## config.mk

```make
export PLATFORM = sky130hd
export DESIGN_NAME = wb_stage
export DESIGN_NICKNAME = d
export VERILOG_FILES = /design/src/rtl/wb_pkg.sv /design/src/rtl/wb_stage_load_align.sv /design/src/rtl/wb_stage.sv
export SDC_FILE = /design/constraint.sdc
export NUM_CORES = 1
export LEC_CHECK = 0
export ABC_CLOCK_PERIOD_IN_PS = 2190
export CAP_MARGIN = 10
export CORE_ASPECT_RATIO = 1.75
export CORE_MARGIN = 8
export CORE_UTILIZATION = 41
export CTS_CLUSTER_DIAMETER = 80
export CTS_CLUSTER_SIZE = 16
export DETAILED_ROUTE_END_ITERATION = 10
export GPL_ROUTABILITY_DRIVEN = 1
export PLACE_DENSITY = 0.79
export SLEW_MARGIN = 40
export SYNTH_ARGS = -nofsm -noshare
export SYNTH_HDL_FRONTEND = slang
export SYNTH_HIERARCHICAL = 1
export SYNTH_SLANG_ARGS = --single-unit
```

## constraint.sdc

```tcl
create_clock -name clk -period 2.19 [get_ports clk]
set_input_delay 0.657 -clock clk [delete_from_list [all_inputs] [get_ports clk]]
set_output_delay 0.657 -clock clk [all_outputs]
set_load 0.02 [all_outputs]
```

## src/rtl/wb_pkg.sv

```systemverilog
// Shared types and constants for the RV32I writeback stage.
package wb_pkg;

    typedef enum logic [1:0] {
        ALU  = 2'd0,
        LOAD = 2'd1,
        PC4  = 2'd2,
        CSR  = 2'd3
    } wb_sel_e;

    typedef enum logic [1:0] {
        IDLE  = 2'd0,
        WAIT  = 2'd1,
        DRAIN = 2'd2
    } wb_state_e;

    localparam logic [2:0] F3_LB  = 3'd0;
    localparam logic [2:0] F3_LH  = 3'd1;
    localparam logic [2:0] F3_LW  = 3'd2;
    localparam logic [2:0] F3_LBU = 3'd4;
    localparam logic [2:0] F3_LHU = 3'd5;

endpackage

```

## src/rtl/wb_stage_load_align.sv

```systemverilog
// Load data extraction: picks the byte/half/word out of the aligned memory
// word, extends it, and flags illegal funct3 or misaligned accesses.
module load_align
    import wb_pkg::*;
#(
    parameter int XLEN = 32
) (
    input  logic [2:0]      funct3,
    input  logic [1:0]      addr_lo,
    input  logic [XLEN-1:0] rdata,
    output logic [XLEN-1:0] data,
    output logic            fault
);

    logic [7:0]  byte_sel;
    logic [15:0] half_sel;

    // Extract, extend and fault-check the addressed load lane.
    always_comb begin
        byte_sel = rdata[8*addr_lo +: 8];
        half_sel = rdata[16*addr_lo[1] +: 16];
        data     = '0;
        fault    = 1'b0;
        case (funct3)
            F3_LB:  data = {{(XLEN-8){byte_sel[7]}}, byte_sel};
            F3_LBU: data = {{(XLEN-8){1'b0}}, byte_sel};
            F3_LH: begin
                data  = {{(XLEN-16){half_sel[15]}}, half_sel};
                fault = addr_lo[0];
            end
            F3_LHU: begin
                data  = {{(XLEN-16){1'b0}}, half_sel};
                fault = addr_lo[0];
            end
            F3_LW: begin
                data  = rdata;
                fault = (addr_lo != 2'd0);
            end
            default: fault = 1'b1;
        endcase
    end

endmodule

```

## src/rtl/wb_stage.sv

```systemverilog
// Writeback stage: accepts retiring instructions, waits for load responses,
// and drives a registered register-file write port.
module wb_stage
    import wb_pkg::*;
#(
    parameter int XLEN = 32
) (
    input  logic            clk,
    input  logic            reset_n,
    input  logic            in_valid,
    output logic            in_ready,
    input  logic            in_we,
    input  logic [4:0]      in_rd,
    input  logic [1:0]      in_wb_sel,
    input  logic [XLEN-1:0] in_alu_result,
    input  logic [XLEN-1:0] in_pc4,
    input  logic [XLEN-1:0] in_csr_rdata,
    input  logic [2:0]      in_funct3,
    input  logic [1:0]      in_addr_lo,
    input  logic            dmem_rvalid,
    input  logic [XLEN-1:0] dmem_rdata,
    input  logic            flush,
    output logic            rf_we,
    output logic [4:0]      rf_rd,
    output logic [XLEN-1:0] rf_wdata,
    output logic            pend_valid,
    output logic [4:0]      pend_rd,
    output logic            load_fault
);

    wb_state_e       state;
    logic            lat_we;
    logic [4:0]      lat_rd;
    logic [2:0]      lat_funct3;
    logic [1:0]      lat_addr_lo;
    logic [XLEN-1:0] src_data;
    logic [XLEN-1:0] acc_data_unused;
    logic            acc_fault;
    logic [XLEN-1:0] ld_data;
    logic            ld_fault_unused;

    assign in_ready   = (state == IDLE);
    assign pend_valid = (state == WAIT);
    assign pend_rd    = lat_rd;

    // Acceptance-time check on the incoming load fields.
    load_align #(.XLEN(XLEN)) u_acc_check (
        .funct3  (in_funct3),
        .addr_lo (in_addr_lo),
        .rdata   (dmem_rdata),
        .data    (acc_data_unused),
        .fault   (acc_fault)
    );

    // Data extraction on the latched load fields.
    load_align #(.XLEN(XLEN)) u_ld_data (
        .funct3  (lat_funct3),
        .addr_lo (lat_addr_lo),
        .rdata   (dmem_rdata),
        .data    (ld_data),
        .fault   (ld_fault_unused)
    );

    // Non-load writeback source select.
    always_comb begin
        src_data = in_alu_result;
        case (wb_sel_e'(in_wb_sel))
            PC4:     src_data = in_pc4;
            CSR:     src_data = in_csr_rdata;
            default: src_data = in_alu_result;
        endcase
    end

    // FSM, latched load fields and registered write port.
    always_ff @(posedge clk) begin
        if (!reset_n) begin
            state       <= IDLE;
            lat_we      <= 1'b0;
            lat_rd      <= '0;
            lat_funct3  <= '0;
            lat_addr_lo <= '0;
            rf_we       <= 1'b0;
            rf_rd       <= '0;
            rf_wdata    <= '0;
            load_fault  <= 1'b0;
        end else begin
            rf_we      <= 1'b0;
            load_fault <= 1'b0;
            case (state)
                IDLE: begin
                    if (in_valid && !flush) begin
                        if (wb_sel_e'(in_wb_sel) == LOAD) begin
                            if (acc_fault) begin
                                load_fault <= 1'b1;
                            end else begin
                                lat_we      <= in_we;
                                lat_rd      <= in_rd;
                                lat_funct3  <= in_funct3;
                                lat_addr_lo <= in_addr_lo;
                                state       <= WAIT;
                            end
                        end else begin
                            rf_we    <= in_we && (in_rd != 5'd0);
                            rf_rd    <= in_rd;
                            rf_wdata <= src_data;
                        end
                    end
                end
                WAIT: begin
                    if (flush) begin
                        state <= dmem_rvalid ? IDLE : DRAIN;
                    end else if (dmem_rvalid) begin
                        rf_we    <= lat_we && (lat_rd != 5'd0);
                        rf_rd    <= lat_rd;
                        rf_wdata <= ld_data;
                        state    <= IDLE;
                    end
                end
                DRAIN: begin
                    if (dmem_rvalid) state <= IDLE;
                end
                default: state <= IDLE;
            endcase
        end
    end

endmodule

```

==> metrics.yaml <==
outcome:
  outcome: "finished, final reports clean"
layout:
  finalNetCount: 793
  final_layout_size_suffix_gt1_frac: 0.130
  syn_to_final_growth_pct: 57.1
  n_antenna_cell: 0
  fillers: 820
  multiInputGateArea_um2: 2640
  fin_cells: 770
  register_area_um2: 1040
detailed_routing:
  wirelength_mm: 15.6
  firstDrtPassIters: 4
  vias: 4395
  ant_nets: 0
  drt-initial-drc-count: 253
  vias_per_cell: 5.71
  drc: 0
  avgRoutedWirePerCell_um: 20.3
sta:
  drv_slew: 0
  hold_viol: 0
  fin_crit_sh: 0.966
  setup_ws_ns: 0.0752
  maxSlewHeadroom: 0.720
  setup_tns_ns: 0
  worstMarginPinSlew_ns: 0.418
  skew_ns: 0.00695
  fmax_mhz: 473
  finalSetupViolCount: 0
  layout_min_cycle_time_ns: 2.11
  rsz0062_at_grt: "no"
global_route:
  grt_use_met2: 0.421
  grt_max_degree: 41
  grt_pass1_wl_mm: 24.6
  met3_usage: 0.0539
  antenna_found_initial: 0
  top_usage_layer: "met2"
  grt_remaining_overflow: 0
  grtUsageTotal: 0.228
  grt_pass1_vias: 4625
  met1_usage: 0.230
floorplan:
  dieArea_um2: 13300
  fp.dieH_um: 146
  initial_core_util: 0.421
  rows: 47
  core-area_um2: 9470
  die_w_um: 90.5
  num_io_pins: 192
setup_path:
  critical_path_class: "primary input to flip-flop"
  critPathLaunchType: "primary input"
  cp_cell_sequence: "dlygate4sd2_1, or2_2, o21a_1, o22a_1, inv_1, and4b_1, buf_12, mux2i_1, nor2b_1"
  critPathSlowestCell: "or2_2"
  end_kind: "flip-flop"
  cp.arrival_ns: 2.31
  cp_slowest_stage_delay_ns: 0.29
  required_ns: 2.38
  path_max_fanout: 8
power:
  vdd_drop_max_uv: 437
  powerDensity_nw_per_um2: 426
  leakagePower_nw: 2.35
synthesis:
  synthCells: 460
  syn_area_per_cell_um2: 8.67
  yosysWarnings: 6
  syn_nets: 606
  netlist_area_um2: 3990
clocking:
  htree_levels: 2
  cts_sinks: 52
  ctsHoldBuffers: 0
  cts_buffer_depth: 2
  clkTransAtPathRegs_ns: 0.08
  cts_buffers: 5
  cts_tree: "done"
  cts_root_buffer: "clkbuf_16"
  insertion_delay_ns: 0.30
placement:
  port_buffers: 191
  gp_congestion: 0.895
  hpwl_mm: 12.2
  dp_slack_ns: -0.466
  dp.cells: 756
worst_hold_path:
  worstHoldPathType: "flip-flop to flip-flop"
run:
  maxCapViolCount: 0
==> path summary, 6_finish.rpt <==
kind                                     start      endpoint  slack [ns]  depth (start not counted)
worst min-delay path              rf_wdata[31]  rf_wdata[31]        0.45                          2
worst max-delay path              in_funct3[2]    pend_rd[2]        0.08                          9
worst max register to register  lat_addr_lo[0]   rf_wdata[0]        0.26                          6
worst min register to register    rf_wdata[31]  rf_wdata[31]        0.45                          2
==> power breakdown <==
group	switching, mW	leakage, nW	internal [mW]	total (mW)
sequential	0.0239	0.424	0.987	1.01
combinational	0.344	1.85	0.488	0.831
clock	0.392	0.0744	0.433	0.825
==> area by class of cell <==
class,count,area share
inverters,4,0.00240
well taps,122,0.0244
multi-input cells,355,0.422
clock buffers,5,0.0200
flip-flops and latches,52,0.166
clock inverters,3,0.00419
repair buffers,229,0.361
==> critical path, delay by kind of cell <==
kind                   cells  cell delay (ns)
buffers and inverters      3             0.46
and+or+nand+nor            3             0.63
AOI/OAI and AO/OA          2             0.37
muxes                      1             0.20
==> per-layer routing <==
layer	share of wire	routed length, um	vias to the layer above
met1	0.37	5740	2108
met3	0.060	937	34
met5	0	0	-
li1	-	-	2096
met4	0.038	601	0
met2	0.53	8350	157
==> through the flow <==
| stage | power [mW] | cell area [um2] | hold WS (ns) | utilization |
|---|---|---|---|---|
| final | 2.67 | 6260 | 0.448 | 0.662 |
| after global routing | 2.78 | 6260 | 0.464 | 0.662 |
| after CTS | 2.69 | 6220 | 0.453 | 0.657 |
| after detailed placement | 1.85 | 6000 | 0.445 | 0.634 |
| after floorplan | 1.40 | 3990 | 0.463 | - |
| after global placement | 1.83 | 6000 | 0.438 | 0.634 |
==> registers in the layout, indices dropped and copies added (netlist names) <==
register / count
pend_rd: 5
lat_we: 1
state: 2
rf_we: 1
lat_addr_lo: 2
load_fault: 1
rf_rd: 5
rf_wdata: 32
lat_funct3: 3
==> placed cells by master, fill, tap and decap left out, drive strengths merged, types with 2 or more instances in the layout <==
cell / n
dfxtp: 52
a22oi: 18
inv: 5
a2bb2oi: 4
or2: 3
o21ai: 36
a211oi: 16
nand2: 83
nand3: 6
dlygate4sd2: 3
clkinv: 2
clkbuf: 5
nand2b: 4
nor2: 8
mux2: 4
a21boi: 33
nor2b: 18
mux2i: 48
o221ai: 5
nor3b: 3
a21oi: 3
buf: 39
o211a: 5
dlymetal6s2s: 3
a221o: 39
clkdlybuf4s50: 184
==> repair_timing <==
item,in CTS,in global routing
setup endpoints to repair,36,19
cloned,1,1
pin swaps,8,6
buffers inserted,4,0
gates resized for setup,6,6
(Power assumes the default switching activity.)
